### src/rtl/int_ctrl_vec.sv
// -----------------------------------------------------------------------------
// int_ctrl_vec -- vectored interrupt controller for the multi-cycle CPU core.
//
// Takes N_SRC asynchronous interrupt lines, synchronises them and keeps a
// pending register. Each source has its own enable, IRQ/FIQ class select and
// edge/level mode. The controller picks a fixed-priority winner for each
// class (index 0 is highest) and presents INT_irq / INT_fiq with a vector to
// the core. It tracks in-service state through the ack / EOI handshake, so a
// higher-priority IRQ can nest over a lower one. FIQ never nests.
//
// Ports
//   clk           system clock, rising edge
//   Rst           asynchronous reset, active low
//   src_in        raw interrupt lines, active high
//   cfg_we        one-cycle config write strobe
//   cfg_addr      0=ENABLE 1=FIQ_SEL 2=EDGE_MODE 3=PEND_CLR (write-1-to-clear)
//   cfg_wdata     config write data
//   irq_ack       CPU pulse, IRQ entry taken
//   fiq_ack       CPU pulse, FIQ entry taken (wins over irq_ack)
//   eoi           CPU pulse, end of interrupt
//   eoi_fiq       class of eoi (1=FIQ, 0=IRQ)
//   INT_irq       registered IRQ request
//   INT_fiq       registered FIQ request
//   INT_Vector    registered vector of the presented request
//   irq_id        source id behind INT_irq
//   fiq_id        source id behind INT_fiq
//   pending_o     pending register
//   in_service_o  in-service register (both classes)
// -----------------------------------------------------------------------------
module int_ctrl_vec #(
    parameter int unsigned       N_SRC      = 8,
    parameter int unsigned       VEC_W      = 32,
    parameter logic [VEC_W-1:0]  IRQ_BASE   = 32'h0000_0020,
    parameter logic [VEC_W-1:0]  FIQ_BASE   = 32'h0000_0040,
    parameter int unsigned       VEC_STRIDE = 4
) (
    input  logic             clk,
    input  logic             Rst,
    input  logic [N_SRC-1:0] src_in,
    input  logic             cfg_we,
    input  logic [1:0]       cfg_addr,
    input  logic [N_SRC-1:0] cfg_wdata,
    input  logic             irq_ack,
    input  logic             fiq_ack,
    input  logic             eoi,
    input  logic             eoi_fiq,
    output logic             INT_irq,
    output logic             INT_fiq,
    output logic [VEC_W-1:0] INT_Vector,
    output logic [4:0]       irq_id,
    output logic [4:0]       fiq_id,
    output logic [N_SRC-1:0] pending_o,
    output logic [N_SRC-1:0] in_service_o
);

    localparam logic [N_SRC-1:0] ONE = N_SRC'(1);

    // Index of the lowest set bit (0 when the vector is empty).
    function automatic logic [4:0] lowest_idx(input logic [N_SRC-1:0] v);
        logic [4:0] idx;
        idx = '0;
        for (int i = N_SRC - 1; i >= 0; i--) begin
            if (v[i]) idx = i[4:0];
        end
        return idx;
    endfunction

    logic [N_SRC-1:0] sync1_q, sync2_q, prev_q;
    logic [N_SRC-1:0] en_q, sel_q, edge_q, pend_q;
    logic [N_SRC-1:0] en_d, sel_d, edge_d, pend_d;
    // In-service state is kept per class so later FIQ_SEL edits cannot
    // move a source that is already being serviced into the other class.
    logic [N_SRC-1:0] isv_irq_q, isv_fiq_q, isv_irq_d, isv_fiq_d;
    logic             int_irq_q, int_fiq_q;
    logic [4:0]       irq_id_q, fiq_id_q, irq_id_d, fiq_id_d;
    logic [VEC_W-1:0] vec_q, vec_d;

    logic             ack_fiq_ok, ack_irq_ok;
    logic [N_SRC-1:0] fiq_ack_mask, irq_ack_mask, ack_mask;
    logic [N_SRC-1:0] eoi_fiq_mask, eoi_irq_mask;
    logic [N_SRC-1:0] rise, pend_clr, pend_eff;
    logic [N_SRC-1:0] fiq_cand, irq_cand;
    logic [4:0]       fiq_win, irq_win, isv_irq_low;
    logic             fiq_elig, irq_elig;

    always_comb begin
        // Acks only count while the matching request is up; fiq_ack wins.
        ack_fiq_ok   = fiq_ack & int_fiq_q;
        ack_irq_ok   = irq_ack & int_irq_q & ~fiq_ack;
        fiq_ack_mask = ack_fiq_ok ? (ONE << fiq_id_q) : '0;
        irq_ack_mask = ack_irq_ok ? (ONE << irq_id_q) : '0;
        ack_mask     = fiq_ack_mask | irq_ack_mask;

        // v & -v isolates the lowest set bit; an empty class yields 0,
        // so a stray EOI is naturally ignored.
        eoi_fiq_mask = (eoi & eoi_fiq)  ? (isv_fiq_q & (~isv_fiq_q + ONE)) : '0;
        eoi_irq_mask = (eoi & ~eoi_fiq) ? (isv_irq_q & (~isv_irq_q + ONE)) : '0;
        isv_fiq_d    = (isv_fiq_q & ~eoi_fiq_mask) | fiq_ack_mask;
        isv_irq_d    = (isv_irq_q & ~eoi_irq_mask) | irq_ack_mask;

        // Edge sources: new edge beats a same-cycle clear. Level: follow line.
        rise     = sync2_q & ~prev_q;
        pend_clr = ack_mask | ((cfg_we && cfg_addr == 2'd3) ? cfg_wdata : '0);
        pend_d   = (edge_q & ((pend_q & ~pend_clr) | rise)) | (~edge_q & sync2_q);

        en_d  = (cfg_we && cfg_addr == 2'd0) ? cfg_wdata : en_q;
        sel_d = (cfg_we && cfg_addr == 2'd1) ? cfg_wdata : sel_q;
        edge_d = (cfg_we && cfg_addr == 2'd2) ? cfg_wdata : edge_q;

        // Arbitrate on the state as it will be after this cycle's ack/EOI,
        // so a request drops on the edge that takes the ack and the next
        // eligible source is presented at that same edge.
        pend_eff    = pend_q & ~(ack_mask & edge_q);
        fiq_cand    = pend_eff & en_q & sel_q;
        irq_cand    = pend_eff & en_q & ~sel_q;
        fiq_win     = lowest_idx(fiq_cand);
        irq_win     = lowest_idx(irq_cand);
        isv_irq_low = lowest_idx(isv_irq_d);

        fiq_elig = (|fiq_cand) & ~(|isv_fiq_d);
        irq_elig = (|irq_cand) & ~(|isv_fiq_d) & ~fiq_elig &
                   (~(|isv_irq_d) | (irq_win < isv_irq_low));

        fiq_id_d = fiq_elig ? fiq_win : fiq_id_q;
        irq_id_d = irq_elig ? irq_win : irq_id_q;
        if (fiq_elig) begin
            vec_d = FIQ_BASE + VEC_W'(fiq_win) * VEC_W'(VEC_STRIDE);
        end else if (irq_elig) begin
            vec_d = IRQ_BASE + VEC_W'(irq_win) * VEC_W'(VEC_STRIDE);
        end else begin
            vec_d = vec_q;
        end
    end

    always_ff @(posedge clk or negedge Rst) begin
        if (!Rst) begin
            sync1_q   <= '0;
            sync2_q   <= '0;
            prev_q    <= '0;
            en_q      <= '0;
            sel_q     <= '0;
            edge_q    <= '0;
            pend_q    <= '0;
            isv_irq_q <= '0;
            isv_fiq_q <= '0;
            int_irq_q <= 1'b0;
            int_fiq_q <= 1'b0;
            irq_id_q  <= '0;
            fiq_id_q  <= '0;
            vec_q     <= '0;
        end else begin
            sync1_q   <= src_in;
            sync2_q   <= sync1_q;
            prev_q    <= sync2_q;
            en_q      <= en_d;
            sel_q     <= sel_d;
            edge_q    <= edge_d;
            pend_q    <= pend_d;
            isv_irq_q <= isv_irq_d;
            isv_fiq_q <= isv_fiq_d;
            int_irq_q <= irq_elig;
            int_fiq_q <= fiq_elig;
            irq_id_q  <= irq_id_d;
            fiq_id_q  <= fiq_id_d;
            vec_q     <= vec_d;
        end
    end

    assign INT_irq      = int_irq_q;
    assign INT_fiq      = int_fiq_q;
    assign INT_Vector   = vec_q;
    assign irq_id       = irq_id_q;
    assign fiq_id       = fiq_id_q;
    assign pending_o    = pend_q;
    assign in_service_o = isv_irq_q | isv_fiq_q;

endmodule

### config.mk
export PLATFORM = sky130hd
export DESIGN_NAME = int_ctrl_vec
export DESIGN_NICKNAME = d
export VERILOG_FILES = /design/src/rtl/int_ctrl_vec.sv
export SDC_FILE = /design/constraint.sdc
export NUM_CORES = 1
export LEC_CHECK = 0
export CORE_AREA = 2 2 95 97
export CTS_BUF_LIST = sky130_fd_sc_hd__clkbuf_8
export DETAILED_ROUTE_END_ITERATION = 8
export DIE_AREA = 0 0 97 99
export DONT_BUFFER_PORTS = 1
export PLACE_DENSITY_LB_ADDON = 0.1
export RECOVER_POWER = 100
export SYNTH_ARGS = -nofsm -noshare
export SYNTH_HDL_FRONTEND = slang
export SYNTH_SLANG_ARGS = --single-unit
### constraint.sdc
create_clock -name clk -period 5.2 [get_ports clk]
set_input_delay 0.52 -clock clk [delete_from_list [all_inputs] [get_ports clk]]
set_output_delay 0.52 -clock clk [all_outputs]
set_load 0.005 [all_outputs]
---- Yosys cells after proc, flatten, opt, wreduce, memory -nomap -nowiden ----
Index checks and enable logic that the tools add are counted.
storage, ports and cells
  flip-flop bits (word level) ............. 116
cells by class
  add/sub/neg operators ................... 4
  reductions and logical operators ........ 10
  shift operators ......................... 2
  order comparisons ....................... 1
  equal/unequal tests ..................... 3
  bitwise logic cells ..................... 44
  multiplexer cells ....................... 31
operators with widths
  kind                                                 number
  bitwise AND 8 bit                                    13
  two-way mux 5 bit                                    20
  inverter 8 bit                                       9
  two-way mux 32 bit                                   2
  OR 8 bit                                             7
  two-way mux 8 bit                                    5
  OR reduction 8 bit                                   4
  adder 8 x 1 -> 8 bit, second input constant          2
  << shifter 1 x 5 -> 8 bit, first input constant      2
  two-way mux 3 bit                                    4
  bitwise AND 1 bit                                    9
  adder 6 x 7 -> 8 bit, first input constant           1
  adder 7 x 7 -> 8 bit, first input constant           1
  < comparator 5 bit                                   1
  inverter 1 bit                                       5
  equality test 2 bit, second input constant           2
  logical AND 1 bit                                    4
  equality test 2 x 1 -> 1 bit, second input constant  1
  zero test 2 bit                                      1
  nonzero test 2 bit                                   1
  OR 1 bit                                             1

---- Logic depth before layout (Yosys ltp) ----
  depth after elaboration ................. 22
  gate-level depth with buffers ........... 14
  gate-level depth less buffers ........... 14

---- Worst setup path after synthesis ----
No wires, ideal clock.
  path type ............................... input to register
  from .................................... in eoi_fiq
  to ...................................... reg irq_id_q[0] (netlist: irq_id[0])
  stages .................................. 13
  data arrival time ....................... 3349 ps
  path slack .............................. 1726 ps
  path buffers ............................ 0
  cells stage by stage .................... or4b_4 or4_4 maj3_2 a21oi_1 nand2_1 nand2_1 ha_1 nand2_1 nand2_1 o41ai_4 nand2_4 inv_6 mux2_4
between the ends
  cells in the longest elaborated chain, start to end .. 17
RTL lines
  item                             line  RTL
  start, declared                  46    input logic eoi_fiq,
  inverter 1 bit                   97    eoi_irq_mask = (eoi & ~eoi_fiq) ? (isv_irq_q & (~isv_irq_q + ONE)) : '0;
  bitwise AND 1 bit                97
  two-way mux 8 bit                97
  inverter 8 bit                   99    isv_irq_d = (isv_irq_q & ~eoi_irq_mask) | irq_ack_mask;
  bitwise AND 8 bit                99
  OR 8 bit                         99
  two-way mux 3 bit                63    if (v[i]) idx = i[4:0];
  two-way mux 5 bit (7 in series)  63
  < comparator 5 bit               122   (~(|isv_irq_d) | (irq_win < isv_irq_low));
  OR 1 bit                         122
  bitwise AND 1 bit (*)            121   irq_elig = (|irq_cand) & ~(|isv_fiq_d) & ~fiq_elig &
  via irq_elig                     84    logic fiq_elig, irq_elig;
  end signal, assigned             163   irq_id_q <= irq_id_d;
  end, declared                    75    logic [4:0] irq_id_q, fiq_id_q, irq_id_d, fiq_id_d;
The timed path passes the listed nets; every way through them passes the cells marked *.
A chain may end at the register's enable or synchronous reset.

---- Worst setup path after layout ----
  from .................................... reg isv_irq_q[0]
  to ...................................... reg irq_id_q[1] (netlist: irq_id[1])
between the ends
  cells in the longest elaborated chain, start to end .. 18
RTL lines
  item                             line  RTL
  start, declared                  73    logic [N_SRC-1:0] isv_irq_q, isv_fiq_q, isv_irq_d, isv_fiq_d;
  start signal, assigned           159   isv_irq_q <= isv_irq_d;
  inverter 8 bit                   97
  adder 8 x 1 -> 8 bit             97
  bitwise AND 8 bit                97
  two-way mux 8 bit                97
  inverter 8 bit                   99
  bitwise AND 8 bit (*)            99
  OR 8 bit (*)                     99
  two-way mux 3 bit                63
  two-way mux 5 bit (7 in series)  63
  < comparator 5 bit               122
  OR 1 bit (*)                     122
  bitwise AND 1 bit (*)            121
  via irq_elig                     84
Marked as above.

==> impl_metrics.toml <==
[timing]
tightest_slew_ps = 1402
setup_viol = 0
grt_setup_unrepaired = "false"
maxSlewViolCount = 0
finalHoldViolCount = 0
slew_headroom_pct = 6.351
finClkSkew_ps = 6.561
min_period_ps = 4305
fmax_mhz = 232.3
setup_tns_ps = 0
fin_crit_sh_pct = 82.78

[final_layout]
utilization_pct = 51.62
fin_nets = 419
diodes = 0
area_delta_synth_final_pct = 4.626
drive_gt1_share_pct = 16.12

[place]
port_buffers = 0
dp_hpwl_mm = 7.277
place.gp.congestion = 0.9570

[outcome]
status = "completed"

[global_route]
grt_usage_pct = 21.11
grt_antenna_before_repair = 0
grt_first_pass_wirelength_mm = 15.68
gr-total-overflow = 0
grt_pass1_vias = 2952
grt_start_max_net_pins = 86

[setup_path]
crit_path_end = "irq_id[1]"
crit_type = "flop to flop"
r2r_slack_ps = 900
reg2reg_from = "isv_irq_q[0]"
critical_path_required_ps = 5440
crit_arrival_ps = 4540
reg2reg_depth = 13
critPathMaxFanout = 7
start_kind = "flop"
crit_start = "isv_irq_q[0]"
end_kind = "flop"
r2r_end = "irq_id[1]"

[floorplanning]
ios = 85
num_rows = 34
start_util_pct = 49.34
die_area_um2 = 9603
core_um2 = 8551
die_x_um = 97
die_h_um = 99

[synthesis]
yosysTopAreaCell = "dfrtp_1"
syn_avg_cell_area_um2 = 10.96
synth-edff-count = 0
ys.flop_type = "dfrtp_1"
yosysUniqueCellTypes = 65
yosys-top-cells-area = "dfrtp_1 (50%), mux2_2 (6.7%), buf_4 (5.5%), nand2_1 (3.2%), nor2_1 (1.8%)"
yosysSeqAreaShare_pct = 50.42
synth_seq_cells = 85
postSynthCellCount = 385
synth_top_cells_by_count = "dfrtp_1 (85), nand2_1 (36), buf_4 (31)"
synth_area_um2 = 4219
yosys_warnings = 0
ys_async_sr_fraction_pct = 100.0
synth_most_common_cell = "dfrtp_1"
yosysTopAreaCellShare_pct = 50.42

[clocking]
cts_buffers = 9
cts_tree = "done"
clock_latency_ps = 360
post_cts_resized = 0
clk_pin_slew_ps = 100
cts-root-buf = "clkbuf_8"
cts_max_level = 3
cts_sinks = 85
cts_buffer_depth = 2

[worst_hold_path]
hold_path_class = "primary input to async pin"

[drt]
num_vias = 2924
wirelength_mm = 9.773
firstDrtPassIters = 5
viasPerCell = 5.790
drcViolationCount = 0
drtIter0Drc = 247
ant_nets = 0
drt-wirelength-per-cell_um = 19.35

[power_and_ir_drop]
power.density_nw_per_um2 = 476.5
leakagePower_nw = 2.014
irDropWorstVdd_uv = 193.6
finalPower_w = 0.002103

[run]
timing.max_cap.violations = 0
## flip-flops by register name (all words and copies together), names as in the netlist, 8 cells and up
name	count
edge_q	8
en_q	8
isv_fiq_q	8
isv_irq_q	8
pending_o	8
prev_q	8
sel_q	8
sync1_q	8
sync2_q	8
## layout make-up
class / count / area [um^2]
fill: 781 / 4136
sequential: 85 / 2127
multi-input combinational: 280 / 1849
tap: 108 / 135.1
clock buffer: 9 / 123.9
clock inverter: 7 / 86.33
inverter: 13 / 53.80
timing repair buffer: 3 / 38.79
## where the power goes
part           switching (W)  internal (W)  total, W
Clock               0.000267      0.000234  0.000501
Combinational       0.000342      0.000298  0.000640
Sequential          0.000170      0.000793  0.000963
Total               0.000778       0.00132   0.00210
## cell usage in the layout (no fill, tap or decap), drive strengths merged, types with 3 or more instances in the layout
cell | netlist | layout
dfrtp | 85 | 85
nand2 | 37 | 37
conb | 1 | 31
mux2 | 28 | 28
nor2 | 20 | 20
inv | 13 | 18
o21ai | 15 | 15
or2 | 12 | 12
clkbuf | 4 | 10
nand3 | 9 | 9
a21oi | 9 | 9
nand3b | 7 | 7
nand2b | 7 | 7
a32o | 7 | 7
a211oi | 6 | 6
nor3 | 6 | 6
o22ai | 5 | 5
and3 | 5 | 5
a221oi | 5 | 5
nor2b | 5 | 5
a21o | 5 | 5
and3b | 4 | 4
and2 | 4 | 4
nor3b | 4 | 4
nor4 | 3 | 3
a22oi | 3 | 3
maj3 | 3 | 3
## how the worst min path moves through the flow
| stage | startpoint | endpoint | slack (ps) |
|---|---|---|---|
| after floorplan | Rst | INT_Vector[2] | 220 |
| after global placement | Rst | isv_irq_q[6] | 230 |
| after detailed placement | Rst | isv_irq_q[7] | 230 |
| after CTS | Rst | isv_fiq_q[6] | 70 |
| after global routing | Rst | isv_fiq_q[7] | 60 |
| final | Rst | isv_irq_q[7] | 40 |
## stage by stage
stage	instance area (um^2)	setup WS (ps)	hold WS (ps)	instances
2_1_floorplan	4332	1726	224.4	415
3_3_place_gp	4229	1462	227.2	488
3_5_place_dp	4229	1431	227.1	488
4_1_cts	4467	1444	70.64	505
5_1_grt	4414	664.8	63.95	505
6_report	4414	895.3	37.28	505
## metal layers
metal,vias to the layer above,global-route usage [%],part of all wire [%]
met5,-,0,0
met4,0,7.367,2.0
met3,19,5.745,7.2
met2,103,33.07,46
met1,1444,28.55,45
li1,1358,-,-
## worst max-delay path, stage by stage, from the launching register on
cell	delay [ps]
dfrtp_1	450
or4b_1	580
or4_1	570
maj3_1	400
a21oi_1	230
nand2_1	80
nand2_1	80
ha_1	230
nand2_1	70
nand2_1	50
o41ai_1	850
nand2_4	160
inv_6	120
mux2_1	320
## cell families (layout without fill, tap and decap cells)
family,after synthesis,in the layout,share of synthesized area (%)
adder cells (fa/ha/maj),5,5,1.334
AO/OA/AOI/OAI,77,77,14.03
AND/OR/NAND/NOR,139,139,19.01
multiplexers,28,28,7.740
other,1,31,0.08888
buffers and inverters,50,32,7.384
flip-flops,85,85,50.42
## repair_timing
item | CTS | global route
hold endpoints to repair | 85 | 0
buffers inserted | 0 | 0
hold buffers | 1 | 0
Note: power is estimated with default switching activity, not from simulation.
